==> src/rtl/flip_pkg.sv <==
// Shared types and defaults for the flip decision and flipping blocks.
// Holds the FSM state enum and the count-width helper.
package flip_pkg;

    localparam int unsigned DefN        = 16;
    localparam int unsigned DefM        = 16;
    localparam int unsigned DefPatchCap = 2;

    typedef enum logic [1:0] {
        StIdle = 2'd0,
        StScan = 2'd1,
        StDone = 2'd2
    } state_e;

    function automatic int unsigned cnt_w(input int unsigned n);
        return $clog2(n + 1);
    endfunction

endpackage

==> src/rtl/flip_decision_unit_if.sv <==
// Block-in / decision-out bus of flip_decision_unit.
// resid and uncorrectable exist only with FLIP_DECISION_PATCH_COUNT_EN.
interface flip_decision_unit_if #(
    parameter int unsigned N = flip_pkg::DefN,
    parameter int unsigned M = flip_pkg::DefM
);
    localparam int unsigned CntW = flip_pkg::cnt_w(N);

    logic           in_valid;
    logic           in_ready;
    logic [N-1:0]   a       [M];
    logic [N-1:0]   sa_mask [M];
    logic [N-1:0]   sa_val  [M];
    logic           out_valid;
    logic           out_ready;
    logic [N-1:0]   a_q     [M];
    logic           f       [M];
`ifdef FLIP_DECISION_PATCH_COUNT_EN
    logic [CntW-1:0] resid  [M];
    logic            uncorrectable;
`endif

    modport master (
        output in_valid, a, sa_mask, sa_val, out_ready,
        input  in_ready, out_valid, a_q, f
`ifdef FLIP_DECISION_PATCH_COUNT_EN
        , input resid, uncorrectable
`endif
    );

    modport slave (
        input  in_valid, a, sa_mask, sa_val, out_ready,
        output in_ready, out_valid, a_q, f
`ifdef FLIP_DECISION_PATCH_COUNT_EN
        , output resid, uncorrectable
`endif
    );

endinterface

==> src/rtl/flip_popcount.sv <==
// Combinational population count of an N-bit vector.
module flip_popcount
    import flip_pkg::*;
#(
    parameter int unsigned N = DefN
) (
    input  logic [N-1:0]          i_vec,
    output logic [cnt_w(N)-1:0]   o_cnt
);
    localparam int unsigned CntW = cnt_w(N);

    always_comb begin
        o_cnt = '0;
        for (int i = 0; i < N; i++) begin
            o_cnt = o_cnt + CntW'(i_vec[i]);
        end
    end

endmodule

==> src/rtl/flip_decision_unit.sv <==
// Decides per-word inversion flags against a stuck-at fault map, one word per cycle.
// Optional residual-mismatch reporting is enabled by FLIP_DECISION_PATCH_COUNT_EN.
module flip_decision_unit
    import flip_pkg::*;
#(
    parameter int unsigned N = DefN,
    parameter int unsigned M = DefM
`ifdef FLIP_DECISION_PATCH_COUNT_EN
    , parameter int unsigned PATCH_CAP = DefPatchCap
`endif
) (
    input  logic                 clk,
    input  logic                 rst_n,
    flip_decision_unit_if.slave  bus
);
    localparam int unsigned CntW = cnt_w(N);
    localparam int unsigned IdxW = (M > 1) ? $clog2(M) : 1;

    state_e          r_state;
    state_e          w_state_next;
    logic [IdxW-1:0] r_idx;
    logic [N-1:0]    r_a    [M];
    logic [N-1:0]    r_mask [M];
    logic [N-1:0]    r_val  [M];
    logic            r_f    [M];

    logic            w_accept;
    logic            w_last;
    logic [N-1:0]    w_diff;
    logic [CntW-1:0] w_mis;
    logic [CntW-1:0] w_tot;
    logic            w_flip;

`ifdef FLIP_DECISION_PATCH_COUNT_EN
    logic [CntW-1:0] r_resid [M];
    logic            r_unc;
    logic [CntW-1:0] w_res;
`endif

    // ---------------------------------------------------------------- control
    always_ff @(posedge clk or negedge rst_n) begin
        if (!rst_n) begin
            r_state <= StIdle;
        end else begin
            r_state <= w_state_next;
        end
    end

    assign w_accept = (r_state == StIdle) && bus.in_valid;
    assign w_last   = (r_idx == IdxW'(M - 1));

    always_comb begin
        w_state_next  = r_state;
        bus.in_ready  = 1'b0;
        bus.out_valid = 1'b0;
        unique case (r_state)
            StIdle: begin
                bus.in_ready = 1'b1;
                if (bus.in_valid) begin
                    w_state_next = StScan;
                end
            end
            StScan: begin
                if (w_last) begin
                    w_state_next = StDone;
                end
            end
            StDone: begin
                bus.out_valid = 1'b1;
                if (bus.out_ready) begin
                    w_state_next = StIdle;
                end
            end
            default: begin
                w_state_next = StIdle;
            end
        endcase
    end

    // --------------------------------------------------------------- decision
    assign w_diff = r_mask[r_idx] & (r_a[r_idx] ^ r_val[r_idx]);

    flip_popcount #(
        .N (N)
    ) u_pop_mis (
        .i_vec (w_diff),
        .o_cnt (w_mis)
    );

    flip_popcount #(
        .N (N)
    ) u_pop_tot (
        .i_vec (r_mask[r_idx]),
        .o_cnt (w_tot)
    );

    // 2*mis compared one bit wider so mis == N cannot overflow; a tie keeps f = 0
    assign w_flip = {w_mis, 1'b0} > {1'b0, w_tot};

`ifdef FLIP_DECISION_PATCH_COUNT_EN
    assign w_res = w_flip ? (w_tot - w_mis) : w_mis;
`endif

    // --------------------------------------------------------------- datapath
    always_ff @(posedge clk or negedge rst_n) begin
        if (!rst_n) begin
            r_idx <= '0;
            for (int i = 0; i < M; i++) begin
                r_a[i]    <= '0;
                r_mask[i] <= '0;
                r_val[i]  <= '0;
                r_f[i]    <= 1'b0;
`ifdef FLIP_DECISION_PATCH_COUNT_EN
                r_resid[i] <= '0;
`endif
            end
`ifdef FLIP_DECISION_PATCH_COUNT_EN
            r_unc <= 1'b0;
`endif
        end else if (w_accept) begin
            r_idx <= '0;
            for (int i = 0; i < M; i++) begin
                r_a[i]    <= bus.a[i];
                r_mask[i] <= bus.sa_mask[i];
                r_val[i]  <= bus.sa_val[i];
                r_f[i]    <= 1'b0;
`ifdef FLIP_DECISION_PATCH_COUNT_EN
                r_resid[i] <= '0;
`endif
            end
`ifdef FLIP_DECISION_PATCH_COUNT_EN
            r_unc <= 1'b0;
`endif
        end else if (r_state == StScan) begin
            r_f[r_idx] <= w_flip;
`ifdef FLIP_DECISION_PATCH_COUNT_EN
            r_resid[r_idx] <= w_res;
            r_unc          <= r_unc | (32'(w_res) > PATCH_CAP);
`endif
            // idx parks at M-1 until the next accept
            if (!w_last) begin
                r_idx <= r_idx + 1'b1;
            end
        end
    end

    // ---------------------------------------------------------------- outputs
    always_comb begin
        for (int i = 0; i < M; i++) begin
            bus.a_q[i] = r_a[i];
            bus.f[i]   = r_f[i];
`ifdef FLIP_DECISION_PATCH_COUNT_EN
            bus.resid[i] = r_resid[i];
`endif
        end
    end

`ifdef FLIP_DECISION_PATCH_COUNT_EN
    assign bus.uncorrectable = r_unc;
`endif

endmodule

==> src/flat_wrapper.sv <==
// flat-port wrapper written by rule: the top's interface ports become plain ports
module flip_decision_unit_flat import flip_pkg::*;
#(
    parameter int unsigned N = DefN,
    parameter int unsigned M = DefM

)
  (clk, rst_n, bus_in_valid, bus_a, bus_sa_mask, bus_sa_val, bus_out_ready, bus_in_ready, bus_out_valid, bus_a_q, bus_f);
  flip_decision_unit_if #(.N(N), .M(M)) bus_i ();
  input  logic clk;
  input  logic rst_n;
  input wire logic [$bits(bus_i.in_valid)-1:0] bus_in_valid;
  input wire logic [$bits(bus_i.a)-1:0] bus_a;
  input wire logic [$bits(bus_i.sa_mask)-1:0] bus_sa_mask;
  input wire logic [$bits(bus_i.sa_val)-1:0] bus_sa_val;
  input wire logic [$bits(bus_i.out_ready)-1:0] bus_out_ready;
  output wire logic [$bits(bus_i.in_ready)-1:0] bus_in_ready;
  output wire logic [$bits(bus_i.out_valid)-1:0] bus_out_valid;
  output wire logic [$bits(bus_i.a_q)-1:0] bus_a_q;
  output wire logic [$bits(bus_i.f)-1:0] bus_f;
  assign bus_i.in_valid = bus_in_valid;
  assign bus_i.a = {>>{bus_a}};
  assign bus_i.sa_mask = {>>{bus_sa_mask}};
  assign bus_i.sa_val = {>>{bus_sa_val}};
  assign bus_i.out_ready = bus_out_ready;
  assign bus_in_ready = bus_i.in_ready;
  assign bus_out_valid = bus_i.out_valid;
  assign bus_a_q = {>>{bus_i.a_q}};
  assign bus_f = {>>{bus_i.f}};
  flip_decision_unit #(.N(N), .M(M)) u_core (.clk(clk), .rst_n(rst_n), .bus(bus_i));
endmodule
==> config.mk <==
export PLATFORM = sky130hd
export DESIGN_NAME = flip_decision_unit_flat
export DESIGN_NICKNAME = d
export VERILOG_FILES = /design/src/rtl/flip_pkg.sv /design/src/rtl/flip_decision_unit_if.sv /design/src/rtl/flip_popcount.sv /design/src/rtl/flip_decision_unit.sv /design/src/flat_wrapper.sv
export SDC_FILE = /design/constraint.sdc
export NUM_CORES = 2
export LEC_CHECK = 0
export CAP_MARGIN = 25
export CORE_AREA = 4 4 400 402
export DETAILED_ROUTE_END_ITERATION = 8
export DIE_AREA = 0 0 404 406
export DONT_BUFFER_PORTS = 1
export SYNTH_ARGS = -nofsm -noshare
export SYNTH_HDL_FRONTEND = slang
export SYNTH_SLANG_ARGS = --single-unit
==> constraint.sdc <==
create_clock -name clk -period 17.35 [get_ports clk]
set_input_delay 4.3375 -clock clk [delete_from_list [all_inputs] [get_ports clk]]
set_output_delay 4.3375 -clock clk [all_outputs]
set_load 0.05 [all_outputs]
After elaboration in Yosys (flattened, before gate mapping)
Index checks and enable logic that the tools add are counted.
Widths: inputs -> output; s select.

operators by class
  reductions and logical operators = 6
  order comparisons = 3
  equality and inequality tests = 7
  add/subtract/negate cells = 31
  multiplexer cells = 23
  bitwise gates (word level) = 3

operator list
  kind                 number
  $bmux 16 s4          3
  $mux 16              8
  $add 5x1->5          22
  $and 16x16->16       1
  $bwmux 16            1
  $xor 16x16->16       1
  $mux 4               3
  $add 4x1->5          2
  $add 3x1->4          2
  $add 2x1->3          2
  $gt 6x5->1           1
  $mux 2               3
  $pmux 2 s3           1
  $ge 5x5->1 const B   1
  $lt 5x1->1 const B   1
  $not 4->5            1
  $add 1x1->2          2
  $add 4x1->4 const B  1
  $demux 1 s4          1
  $eq 4x4->1 const B   1
  $ne 2x1->1 const B   2
  $ne 2x2->1 const B   2
  $mux 1               3
  $reduce_and 3->1     1
  other kinds (6)      7

storage, ports and cells
  input port bits = 772
  output and inout port bits = 274
  bits in registers = 790

Depth between registers and ports, before layout
  depth after elaboration = 25
  mapped depth = 26
  gate-level depth less buffers = 22

Cells and area by module
From an unflattened synthesis, not the netlist that was laid out.

second synthesis, totals
  cells, all modules = 3846
  area, all modules = 36279.8 um2

modules (own cells, without submodules)
  module                            times used  cells each  area each (um2)
  flip_decision_unit                1           3760        35504.1
  flip_popcount (u_core.u_pop_tot)  1           43          389.1
  flip_popcount (u_core.u_pop_mis)  1           43          386.6

Least setup slack after synthesis
Ideal clock, no wire load.

  kind = reg-to-reg
  start point = register u_core.r_idx[0]
  end point = register u_core.r_f (netlist bit u_core.bus.f[10])
  slack = 11.084 ns
  stages on the path, launching flop included = 26
  arrival = 6.130 ns
  clock period less this slack = 6.266 ns
  data required time = 17.214 ns
  buffers on the path = 4
  cells stage by stage = dfrtp_1 > buf_2 > buf_4 > buf_2 > mux4_2 > a22oi_1 > nand2_1 > xor2_1 > nand2_1 > fa_1 > inv_1 > fa_1 > inv_1 > fa_1 > inv_1 > fa_1 > ha_1 > fa_1 > xor2_1 > ha_1 > nand2_1 > or3_1 > a22o_1 > clkbuf_1 > nor2_1 > nor3_1

between the ends
  cells in the longest elaborated chain, start to end = 25
  elaborated cells on any way between the ends = 51
  those cells by class = add/sub (30); order compare (3); mux (14); bitwise (3); reduce/logical (1)

RTL lines
  item                                        RTL line                                                                       RTL
  from (decl)                                 flip_decision_unit.sv:21                                                       logic [IdxW-1:0] r_idx;
  from (signal assigned)                      flip_decision_unit.sv:142                                                      r_idx <= r_idx + 1'b1;
  $not 4->5 (not written as such) *           flip_decision_unit.sv:81, flip_decision_unit.sv:93, flip_decision_unit.sv:135
  $bmux 16 s4                                 flip_decision_unit.sv:81                                                       assign w_diff = r_mask[r_idx] & (r_a[r_idx] ^ r_val[r_idx]);
  $mux 16 (not written as such) (2 in a row)  flip_decision_unit.sv:81
  $xor 16x16->16                              flip_decision_unit.sv:81
  $and 16x16->16                              flip_decision_unit.sv:81
  $add 1x1->2                                 flip_popcount.sv:15                                                            o_cnt = o_cnt + CntW'(i_vec[i]);
  $add 2x1->3                                 flip_popcount.sv:15
  $add 3x1->4                                 flip_popcount.sv:15
  $add 4x1->5                                 flip_popcount.sv:15
  $add 5x1->5 (11 in a row)                   flip_popcount.sv:15
  $gt 6x5->1                                  flip_decision_unit.sv:98                                                       assign w_flip = {w_mis, 1'b0} > {1'b0, w_tot};
  $bwmux 16 *                                 flip_decision_unit.sv:135                                                      r_f[r_idx] <= w_flip;
  $mux 16 *                                   flip_decision_unit.sv:134                                                      end else if (r_state == StScan) begin
  $mux 16 *                                   flip_decision_unit.sv:120                                                      end else if (w_accept) begin
  to (signal, indexed assignment)             flip_decision_unit.sv:135
  to (decl)                                   flip_decision_unit.sv:25                                                       logic r_f [M];

Mark *: on every way between the ends. The rest lies on a longest branch, timed or not. The select of a mux whose other input is x is not followed.
A chain may end at the register's enable or synchronous reset.

Worst setup path in the final report
  start point = register u_core.r_idx[0]
  end point = register u_core.r_f (netlist bit u_core.bus.f[5])

The elaborated chain is that of the path after synthesis.

==> reports/qor.csv <==
stage,metric,value,unit
status,status,"finished, final reports clean",
detailed_routing,wirelength,146000,um
timing,finClkSkew,19.9,ps
logic_synthesis,yosysWarnings,0,
placed_design,dp_hpwl,117000,um
grt,antenna_found_initial,115,
detailed_routing,ant_nets,0,
floorplan,die_area,0.164,mm2
setup_path,crit_cells,23,
grt,grt.total_usage,0.173,
finish,final_util,0.266,
finish,seqCellArea,0.0198,mm2
timing,fin_ws,8970,ps
grt,grt-ovfl-total,0,
floorplan,die_w,404,um
clock_network,clk_pin_slew_worst_paths,60,ps
timing,slew_violations,0,
timing,slew_headroom,0.295,
timing,hold_viol_final,0,
finish,fillers,15900,
setup_path,critical_path.max_stage_delay,780,ps
setup_path,end_kind,flop,
grt,grt_pass1_wl,195000,um
placed_design,port_buffers,0,
timing,tns,0,ps
setup_path,critPathLaunchType,flop,
timing,period_needed,8380,ps
setup_path,path_buf_inv,5,
logic_synthesis,synth_edf_count,0,
clock_network,cts_buffers,89,
floorplan,core-area,0.156,mm2
setup_path,crit_top_cell,fa_1,
finish,layout_common_cells,"dfrtp_1, mux2_2, mux4_2",
logic_synthesis,yosysSeqAreaShare,0.549,
setup_path,worst_ep_required_time,17940,ps
clock_network,clkSinkCount,790,
finish,nNetsFinal,3016,
clock_network,cts-root-buf,clkbuf_16,
clock_network,cts_resized,0,
setup_path,cp_data_arrival_time,8970,ps
detailed_routing,wl_per_cell,33.4,um
floorplan,boundaryPins,1046,
logic_synthesis,ys.flop_type,dfrtp_1,
setup_path,crit_slowest_cell,a22o_1,
placed_design,place.gp.congestion,0.913,
finish,final_common_cell,dfrtp_1,
clock_network,cts.path.max_buffers,3,
logic_synthesis,ys_ff_latch,790,
setup_path,worstPathCellList,buf_4 > buf_4 > mux4_2 > a22oi_1 > nand2_1 > xor2_1 > nand2_1 > fa_1 > inv_1 > fa_1 > inv_1 > fa_1 > inv_1 > fa_1 > ha_1 > fa_1 > xor2_1 > ha_1 > nand2_1 > o21ai_0 > a22o_1 > nor2_1 > nor3_1,
detailed_routing,vias,20900,
floorplan,num_rows,145,
grt,grt_max_degree,791,
logic_synthesis,syn_area_per_cell,16.1,um2
finish,layout-drive-gt1-share,0.511,
clock_network,cts_tree,yes,
detailed_routing,drc,0,
setup_path,critPathMaxFanout,37,
finish,multi_input_area,0.0154,mm2
setup_path,critPathKind,flop to flop,
min_path,whs_path_depth,1,
floorplan,start_util,0.231,
timing,worstMarginPinSlew,1060,ps
clock_network,htree_levels,3,
min_path,hold_path.class,flop to flop,
clock_network,holdBufCountCts,0,
floorplan,die_h,406,um
placed_design,place_ws,8780,ps
logic_synthesis,syn_inst,2238,
clock_network,clock_latency,680,ps
logic_synthesis,synth_nets,3048,
finish,area_growth,15.2,%
setup_path,critPathTopFamily,adder cells,
detailed_routing,dr.pass1.iters,5,
timing,layout_worst_path_cycle_share,0.483,
logic_synthesis,synthArstFlopShare,1.00,
setup_path,r2r_cells,23,
timing,rsz0062_at_grt,false,
timing,finalSetupViolCount,0,
run,timing.max_cap.violations,0,
timing,max_freq,0.119,GHz
detailed_routing,via_per_inst,4.77,
detailed_routing,drt_iter0_drc,1711,
logic_synthesis,synth_cell_types,31,
logic_synthesis,syn_area,0.0360,mm2
grt,grt_pass1_vias,21900,
clock_network,cts_setup_buffers,0,
## cells in the mapped netlist (2+ instances only)
master / n / area [um2]
dfrtp_1: 790 / 19800
mux2_2: 768 / 8650
mux4_2: 208 / 4680
buf_2: 98 / 490
a22oi_1: 64 / 480
nand2_1: 61 / 229
clkbuf_1: 42 / 158
inv_1: 38 / 143
nor2_1: 28 / 105
fa_1: 20 / 400
a21oi_1: 19 / 95.1
ha_1: 18 / 225
nor3_1: 15 / 75.1
xor2_1: 13 / 114
xnor2_1: 10 / 87.6
buf_1: 9 / 33.8
a21o_1: 4 / 30.0
and2_1: 4 / 25.0
buf_4: 4 / 30.0
buf_6: 4 / 45.0
nor2b_1: 4 / 25.0
nand2b_1: 3 / 18.8
nand3_1: 3 / 15.0
o21ai_0: 3 / 15.0
and2_0: 2 / 12.5
## stage by stage
step	hold slack, ps	instance area (um2)	cells
after floorplan	475	36000	2238
after global placement	484	38100	4166
after detailed placement	490	38100	4168
after CTS	504	41200	4329
after global routing	510	41400	4356
final	503	41500	4386
## flip-flops by register name (all words and copies together) (netlist names)
register / flops
u_core.r_state: 2
u_core.r_idx: 4
u_core.r_val: 256
u_core.bus.f: 16
u_core.bus.a_q: 256
u_core.r_mask: 256
## path summary, 6_finish.rpt
check                                             start                            end  slack, ps
min reg2reg                u_core.r_val[27]$_DFFE_PN0P_   u_core.r_val[27]$_DFFE_PN0P_        500
max in group asynchronous                         rst_n   u_core.r_val[87]$_DFFE_PN0P_      11910
max reg2reg                 u_core.r_idx[0]$_DFFE_PN0P_    u_core.bus.f[5]$_DFFE_PN0P_       8970
min in group asynchronous                         rst_n  u_core.r_mask[67]$_DFFE_PN0P_       3370
min                        u_core.r_val[27]$_DFFE_PN0P_   u_core.r_val[27]$_DFFE_PN0P_        500
max                         u_core.r_idx[0]$_DFFE_PN0P_    u_core.bus.f[5]$_DFFE_PN0P_       8970
## area by class of cell
| cell class | count | area share |
|---|---|---|
| Sequential cell | 790 | 0.477 |
| Tap cell | 2058 | 0.0621 |
| Clock buffer | 124 | 0.0617 |
| Clock inverter | 37 | 0.0133 |
| Timing Repair Buffer | 34 | 0.00938 |
| Inverter | 38 | 0.00344 |
| Multi-Input combinational cell | 1253 | 0.370 |
| Antenna cell | 52 | 0.00314 |
## metal layers
layer | vias up | global-route usage | share of wire
met4 | 72 | 0.0656 | 0.039
met2 | 1024 | 0.286 | 0.49
met5 | - | 0 | 0.0033
met1 | 11200 | 0.205 | 0.38
met3 | 285 | 0.0626 | 0.087
li1 | 8367 | - | -
## cell families (layout without fill, tap and decap cells)
logic type,after synthesis,count (layout),synth area share
AND/OR/NAND/NOR,122,122,0.0144
other,0,52,0
AO/OA/AOI/OAI,93,93,0.0179
multiplexers,977,977,0.371
flip-flops,790,790,0.549
buffers and inverters,195,233,0.0250
XOR/XNOR,23,23,0.00560
adder cells (fa/ha/maj),38,38,0.0174
Power is left out: the tool's default activity adds up to more than one toggle a clock period on the data nets, which glitch-free logic cannot reach.
